### config.mk
export PLATFORM = sky130hd
export DESIGN_NAME = reg_file_cmd_ctrl
export DESIGN_NICKNAME = d
export VERILOG_FILES = /design/src/rtl/reg_file_cmd_ctrl.sv
export SDC_FILE = /design/constraint.sdc
export NUM_CORES = 1
export LEC_CHECK = 0
export CAP_MARGIN = 30
export CORE_ASPECT_RATIO = 1.25
export CORE_UTILIZATION = 40
export CTS_CLUSTER_DIAMETER = 200
export DETAILED_ROUTE_END_ITERATION = 10
export GPL_TIMING_DRIVEN = 0
export PLACE_DENSITY = 0.73
export SLEW_MARGIN = 10
export SYNTH_ARGS = -nofsm -noshare
export SYNTH_HDL_FRONTEND = slang
export SYNTH_SLANG_ARGS = --single-unit
### constraint.sdc
create_clock -name CLK -period 1.95 [get_ports CLK]
set_input_delay 0.195 -clock CLK [delete_from_list [all_inputs] [get_ports CLK]]
set_output_delay 0.195 -clock CLK [all_outputs]
set_load 0.01 [all_outputs]
### src/rtl/reg_file_cmd_ctrl.sv
`default_nettype none
// ============================================================================
// Module      : reg_file_cmd_ctrl
// Description : Byte-stream command parser in front of a register file.
//               Write frame : WR_CMD, addr, data_lo, data_hi -> one-cycle WrEn
//               Read frame  : RD_CMD, addr -> one-cycle RdEn, wait for
//                             RdData_Valid (bounded by RD_TIMEOUT), then send
//                             the captured word to the transmitter low byte
//                             first, honouring TX_BUSY.
//               Bad opcodes, out-of-range addresses and read timeouts raise
//               a one-cycle CMD_ERR pulse.
// Revision    : 1.0 - initial release
// ----------------------------------------------------------------------------
// Ports
//   CLK, RST                 clock, asynchronous active-low reset
//   RX_P_DATA, RX_D_VLD      received byte and its one-cycle strobe
//   WrEn, RdEn               register-file write / read strobes
//   Address, WrData          register-file address and write data
//   RdData, RdData_Valid     register-file read data and its strobe
//   TX_P_DATA, TX_D_VLD      byte to transmitter and its one-cycle strobe
//   TX_BUSY                  transmitter busy
//   CMD_ERR                  one-cycle error pulse
// ============================================================================
module reg_file_cmd_ctrl #(
    parameter int         DATA_WIDTH = 16,
    parameter int         ADDR_WIDTH = 4,
    parameter int         DEPTH      = 8,
    parameter logic [7:0] WR_CMD     = 8'hAA,
    parameter logic [7:0] RD_CMD     = 8'hBB,
    parameter int         RD_TIMEOUT = 4
) (
    input  logic                  CLK,
    input  logic                  RST,
    input  logic [7:0]            RX_P_DATA,
    input  logic                  RX_D_VLD,
    output logic                  WrEn,
    output logic                  RdEn,
    output logic [ADDR_WIDTH-1:0] Address,
    output logic [DATA_WIDTH-1:0] WrData,
    input  logic [DATA_WIDTH-1:0] RdData,
    input  logic                  RdData_Valid,
    output logic [7:0]            TX_P_DATA,
    output logic                  TX_D_VLD,
    input  logic                  TX_BUSY,
    output logic                  CMD_ERR
);

    localparam int                CNT_W    = $clog2(RD_TIMEOUT + 1);
    localparam logic [CNT_W-1:0]  CNT_LAST = CNT_W'(RD_TIMEOUT - 1);

    typedef enum logic [3:0] {
        IDLE       = 4'd0,
        WR_ADDR    = 4'd1,
        WR_LO      = 4'd2,
        WR_HI      = 4'd3,
        WR_STB     = 4'd4,
        RD_ADDR    = 4'd5,
        RD_STB     = 4'd6,
        RD_WAIT    = 4'd7,
        TX_LO      = 4'd8,
        TX_LO_WAIT = 4'd9,
        TX_HI      = 4'd10,
        TX_HI_WAIT = 4'd11
    } state_t;

    state_t                  state;
    state_t                  state_nx;
    logic [ADDR_WIDTH-1:0]   addr_q;
    logic [DATA_WIDTH-1:0]   wr_data_q;
    logic [DATA_WIDTH-1:0]   cap;
    logic [CNT_W-1:0]        cnt;
    logic                    cmd_err;
    logic                    tx_guard;

    logic                    err_nx;
    logic                    ld_addr;
    logic                    ld_lo;
    logic                    ld_hi;
    logic                    ld_cap;
    logic                    cnt_clr;
    logic                    cnt_inc;
    logic                    wr_en;
    logic                    rd_en;
    logic                    tx_vld;
    logic                    tx_sel_hi;
    logic                    addr_ok;

    // The whole byte must address an implemented register: any bit above
    // the address field, or a value past the last register, is rejected.
    assign addr_ok = ({24'd0, RX_P_DATA} < 32'(DEPTH)) &&
                     ((RX_P_DATA >> ADDR_WIDTH) == 8'd0);

    always_ff @(posedge CLK or negedge RST) begin
        if (!RST) begin
            state     <= IDLE;
            addr_q    <= '0;
            wr_data_q <= '0;
            cap       <= '0;
            cnt       <= '0;
            cmd_err   <= 1'b0;
            tx_guard  <= 1'b0;
        end else begin
            state    <= state_nx;
            cmd_err  <= err_nx;
            // High for the cycle right after a TX strobe; the transmitter may
            // not yet have raised TX_BUSY in that cycle, so it is ignored.
            tx_guard <= tx_vld;
            if (ld_addr) addr_q          <= RX_P_DATA[ADDR_WIDTH-1:0];
            if (ld_lo)   wr_data_q[7:0]  <= RX_P_DATA;
            if (ld_hi)   wr_data_q[15:8] <= RX_P_DATA;
            if (ld_cap)  cap             <= RdData;
            if (cnt_clr) begin
                cnt <= '0;
            end else if (cnt_inc) begin
                cnt <= cnt + 1'b1;
            end
        end
    end

    always_comb begin
        state_nx  = state;
        err_nx    = 1'b0;
        ld_addr   = 1'b0;
        ld_lo     = 1'b0;
        ld_hi     = 1'b0;
        ld_cap    = 1'b0;
        cnt_clr   = 1'b0;
        cnt_inc   = 1'b0;
        wr_en     = 1'b0;
        rd_en     = 1'b0;
        tx_vld    = 1'b0;
        tx_sel_hi = 1'b0;
        case (state)
            IDLE: begin
                if (RX_D_VLD) begin
                    if (RX_P_DATA == WR_CMD) begin
                        state_nx = WR_ADDR;
                    end else if (RX_P_DATA == RD_CMD) begin
                        state_nx = RD_ADDR;
                    end else begin
                        err_nx = 1'b1;
                    end
                end
            end
            WR_ADDR: begin
                if (RX_D_VLD) begin
                    if (addr_ok) begin
                        ld_addr  = 1'b1;
                        state_nx = WR_LO;
                    end else begin
                        err_nx   = 1'b1;
                        state_nx = IDLE;
                    end
                end
            end
            WR_LO: begin
                if (RX_D_VLD) begin
                    ld_lo    = 1'b1;
                    state_nx = WR_HI;
                end
            end
            WR_HI: begin
                if (RX_D_VLD) begin
                    ld_hi    = 1'b1;
                    state_nx = WR_STB;
                end
            end
            WR_STB: begin
                wr_en    = 1'b1;
                state_nx = IDLE;
            end
            RD_ADDR: begin
                if (RX_D_VLD) begin
                    if (addr_ok) begin
                        ld_addr  = 1'b1;
                        state_nx = RD_STB;
                    end else begin
                        err_nx   = 1'b1;
                        state_nx = IDLE;
                    end
                end
            end
            RD_STB: begin
                rd_en    = 1'b1;
                cnt_clr  = 1'b1;
                state_nx = RD_WAIT;
            end
            RD_WAIT: begin
                // Valid data wins even on the last allowed cycle.
                if (RdData_Valid) begin
                    ld_cap   = 1'b1;
                    state_nx = TX_LO;
                end else if (cnt == CNT_LAST) begin
                    err_nx   = 1'b1;
                    state_nx = IDLE;
                end else begin
                    cnt_inc = 1'b1;
                end
            end
            TX_LO: begin
                if (!TX_BUSY) begin
                    tx_vld   = 1'b1;
                    state_nx = TX_LO_WAIT;
                end
            end
            TX_LO_WAIT: begin
                if (!tx_guard && !TX_BUSY) begin
                    state_nx = TX_HI;
                end
            end
            TX_HI: begin
                tx_sel_hi = 1'b1;
                if (!TX_BUSY) begin
                    tx_vld   = 1'b1;
                    state_nx = TX_HI_WAIT;
                end
            end
            TX_HI_WAIT: begin
                tx_sel_hi = 1'b1;
                if (!tx_guard && !TX_BUSY) begin
                    state_nx = IDLE;
                end
            end
            default: begin
                state_nx = IDLE;
            end
        endcase
    end

    assign WrEn      = wr_en;
    assign RdEn      = rd_en;
    assign Address   = addr_q;
    assign WrData    = wr_data_q;
    assign TX_D_VLD  = tx_vld;
    assign TX_P_DATA = tx_sel_hi ? cap[15:8] : cap[7:0];
    assign CMD_ERR   = cmd_err;

endmodule
`default_nettype wire

==> flow_summary.ini <==
[worst_setup_path]
worst_ep_required_time_ns = 1.75
reg2reg_depth = 5
r2r_slack_ns = 0.24
cp-start-kind = register
critPathKind = register to output pin
reg2reg_from = cnt[0]$_DFFE_PN0P_
cp-end-kind = output pin
reg2reg_to = state[0]$_DFFE_PN0P_
critPathMaxFanout = 10
cp.arrival_ns = 1.66

[logic_synthesis]
yosys_most_used_dff = dfrtp_1
ys_seq_area_share_pct = 52.8
yosysUniqueCellTypes = 42
yosys.area.top_type = dfrtp_1
synth_edf_count = 0
ys.warnings.count = 0
synth.area.top_cells = dfrtp_1 (53%), mux2_2 (18%), mux2_1 (4.7%)
synth-async-reset-ratio_pct = 100
synth_top_cell_area_share_pct = 52.8
syn_avg_cell_area_um2 = 13.6
syn_nets = 188
synth_area_um2 = 2130
syn_inst = 157
ys_ff_latch = 45

[drt]
routed_wl_mm = 4.47
via_per_inst = 5.11
first_pass_iters = 4
drtIter0Drc = 66
drcViolationCount = 0
ant_nets = 0
num_vias = 1514
wire_per_inst_um = 15.1

[global_route]
grt_max_degree = 32
grt_pass1_wl_mm = 7.34
gr-max-usage-layer = met2
grtUsageMet2_pct = 27.1
grt_pass1_vias = 1560
antenna_found_initial = 0
track_usage_pct = 17.3
grt_overflow = 0
use_met3_pct = 2.46
grtUsageMet1_pct = 23.1

[cells_and_area]
diodes = 0
synthToLayoutAreaGrowth_pct = 41.4
final_common_cell = clkdlybuf4s50_1
nets = 264
post-route-util_pct = 59.0
nFillCells = 426
final_area_um2 = 3020
drive_gt1_share_pct = 35.0
final_cell_mix = clkdlybuf4s50_1 (48), dfrtp_1 (44), mux2_2 (34)

[cts]
clk_path_buf_depth = 2
cts.reportedPaths.clkPinSlew_ns = 0.08
root_buffer = clkbuf_8
cts_num_sinks = 45
clock_latency_ns = 0.30
h-tree-depth = 2
cts_tree = built
numCtsBuffers = 5

[sta]
rsz0062_at_grt = no
slew_headroom_pct = 68.6
setup_viol = 0
drv_slew = 0
clock_skew_ns = 0.00406
min_period_ns = 1.86
max_freq_mhz = 538
hold_viol_final = 0
period_share_pct = 95.3
worst_pin_slew_ns = 0.471

[floorplanning]
rows = 29
die_w_um = 67.3
initial_core_util_pct = 41.7
coreArea_um2 = 5120
die-area_um2 = 5630
io_pins = 61
die_h_um = 83.7

[outcome]
outcome = complete, no violations

[placed_design]
dpl_cell_area_um2 = 2830
portBuffers = 60
post-dp-hpwl_mm = 3.24
place.gp.congestion = 0.806

[pwr]
cellLeakagePower_uw = 0.00140
p_per_area_nw_per_um2 = 1350
ir_worst_vdd_uv = 751

[min_path]
min-delay-path-class = input pin to async pin

[job]
drv_cap = 0
per-layer routing:
layer  routed length, um  part of all wire (%)
met1                1940                    44
met2                2260                    50
met3                 143                   3.2
met4                 125                   2.8
met5                   0                     0
critical path, stage by stage (launching register included):
cell     delay (ns)
dfrtp_2        0.44
buf_6          0.16
nor2b_4        0.14
nand2_4        0.09
buf_6          0.13
mux2_4         0.29
buf_6          0.12
power by group:
part	switching (uW)	leakage [uW]	total [uW]	internal [uW]
Clock	310	0.0000574	726	416
Combinational	765	0.000762	1870	1100
Sequential	182	0.000576	1480	1290
Total	1260	0.00140	4070	2810
synthesized netlist by cell type (all sizes together), types with 2 or more instances:
cell type,number
dfrtp,45
mux2,45
nand2,9
nor2,6
nand2b,5
nor3,5
buf,4
a311oi,3
inv,3
nand4b,3
nor3b,3
a211oi,2
a21oi,2
ha,2
worst max path at each step:
stage | from | slack, ns | endpoint | cells after the start
2_1_floorplan | cnt[0]$_DFFE_PN0P_ | 0.39 | state[0]$_DFFE_PN0P_ | 5
3_3_place_gp | RST | -0.58 | WrData[3]$_DFFE_PN0P_ | 1
3_5_place_dp | state[3]$_DFFE_PN0P_ | -0.12 | TX_P_DATA[1] | 5
4_1_cts | state[3]$_DFFE_PN0P_ | -0.06 | TX_P_DATA[3] | 6
5_1_grt | state[3]$_DFFE_PN0P_ | 0.03 | TX_P_DATA[3] | 6
6_report | state[2]$_DFFE_PN0P_ | 0.09 | TX_P_DATA[6] | 6
cell families (layout without fill, tap and decap cells):
| kind of cell | Yosys count | in the layout | synth area share [%] |
|---|---|---|---|
| AOI/OAI and AO/OA | 16 | 16 | 6.15 |
| xor gates and xnor gates | 1 | 1 | 0.410 |
| adders and majority gates | 2 | 2 | 1.17 |
| buffers and inverters | 8 | 85 | 3.11 |
| DFF | 45 | 45 | 52.8 |
| muxes | 45 | 45 | 23.9 |
| and+or+nand+nor | 40 | 40 | 12.5 |
state kept, by name (all words and copies together), names as in the netlist:
name and count:
Address 4, CMD_ERR 1, WrData 16, cap 16, cnt 3, state 4
tx_guard 1
metrics by stage:
| step | setup WS, ns | TNS [ns] | cells | hold WS, ns | power [uW] |
|---|---|---|---|---|---|
| after floorplan | 0.388 | 0 | 157 | -0.101 | 2490 |
| after global placement | -0.583 | -26.95 | 279 | 0.471 | 3270 |
| after detailed placement | -0.124 | -0.906 | 280 | 0.132 | 3300 |
| after CTS | -0.0585 | -0.253 | 296 | 0.339 | 4090 |
| after global routing | 0.0311 | 0 | 296 | 0.357 | 4310 |
| final | 0.0922 | 0 | 296 | 0.330 | 4070 |
what timing repair did:
action	in CTS	in global routing
endpoints found under the hold margin	14	0
setup buffers	7	0
gates resized for setup	33	14
pin swaps	2	0
hold buffers	1	0
setup endpoints to repair	10	10
layout make-up:
class | instances | area, um2 | share of cell area (%)
sequential | 45 | 1130 | 37.3
clock buffer | 6 | 82.6 | 2.74
multi-input combinational | 104 | 968 | 32.1
inverter | 3 | 11.3 | 0.373
timing repair buffer | 69 | 659 | 21.8
buffer | 5 | 55.1 | 1.82
tap | 62 | 77.6 | 2.57
clock inverter | 2 | 37.5 | 1.24
(Power assumes the default switching activity.)
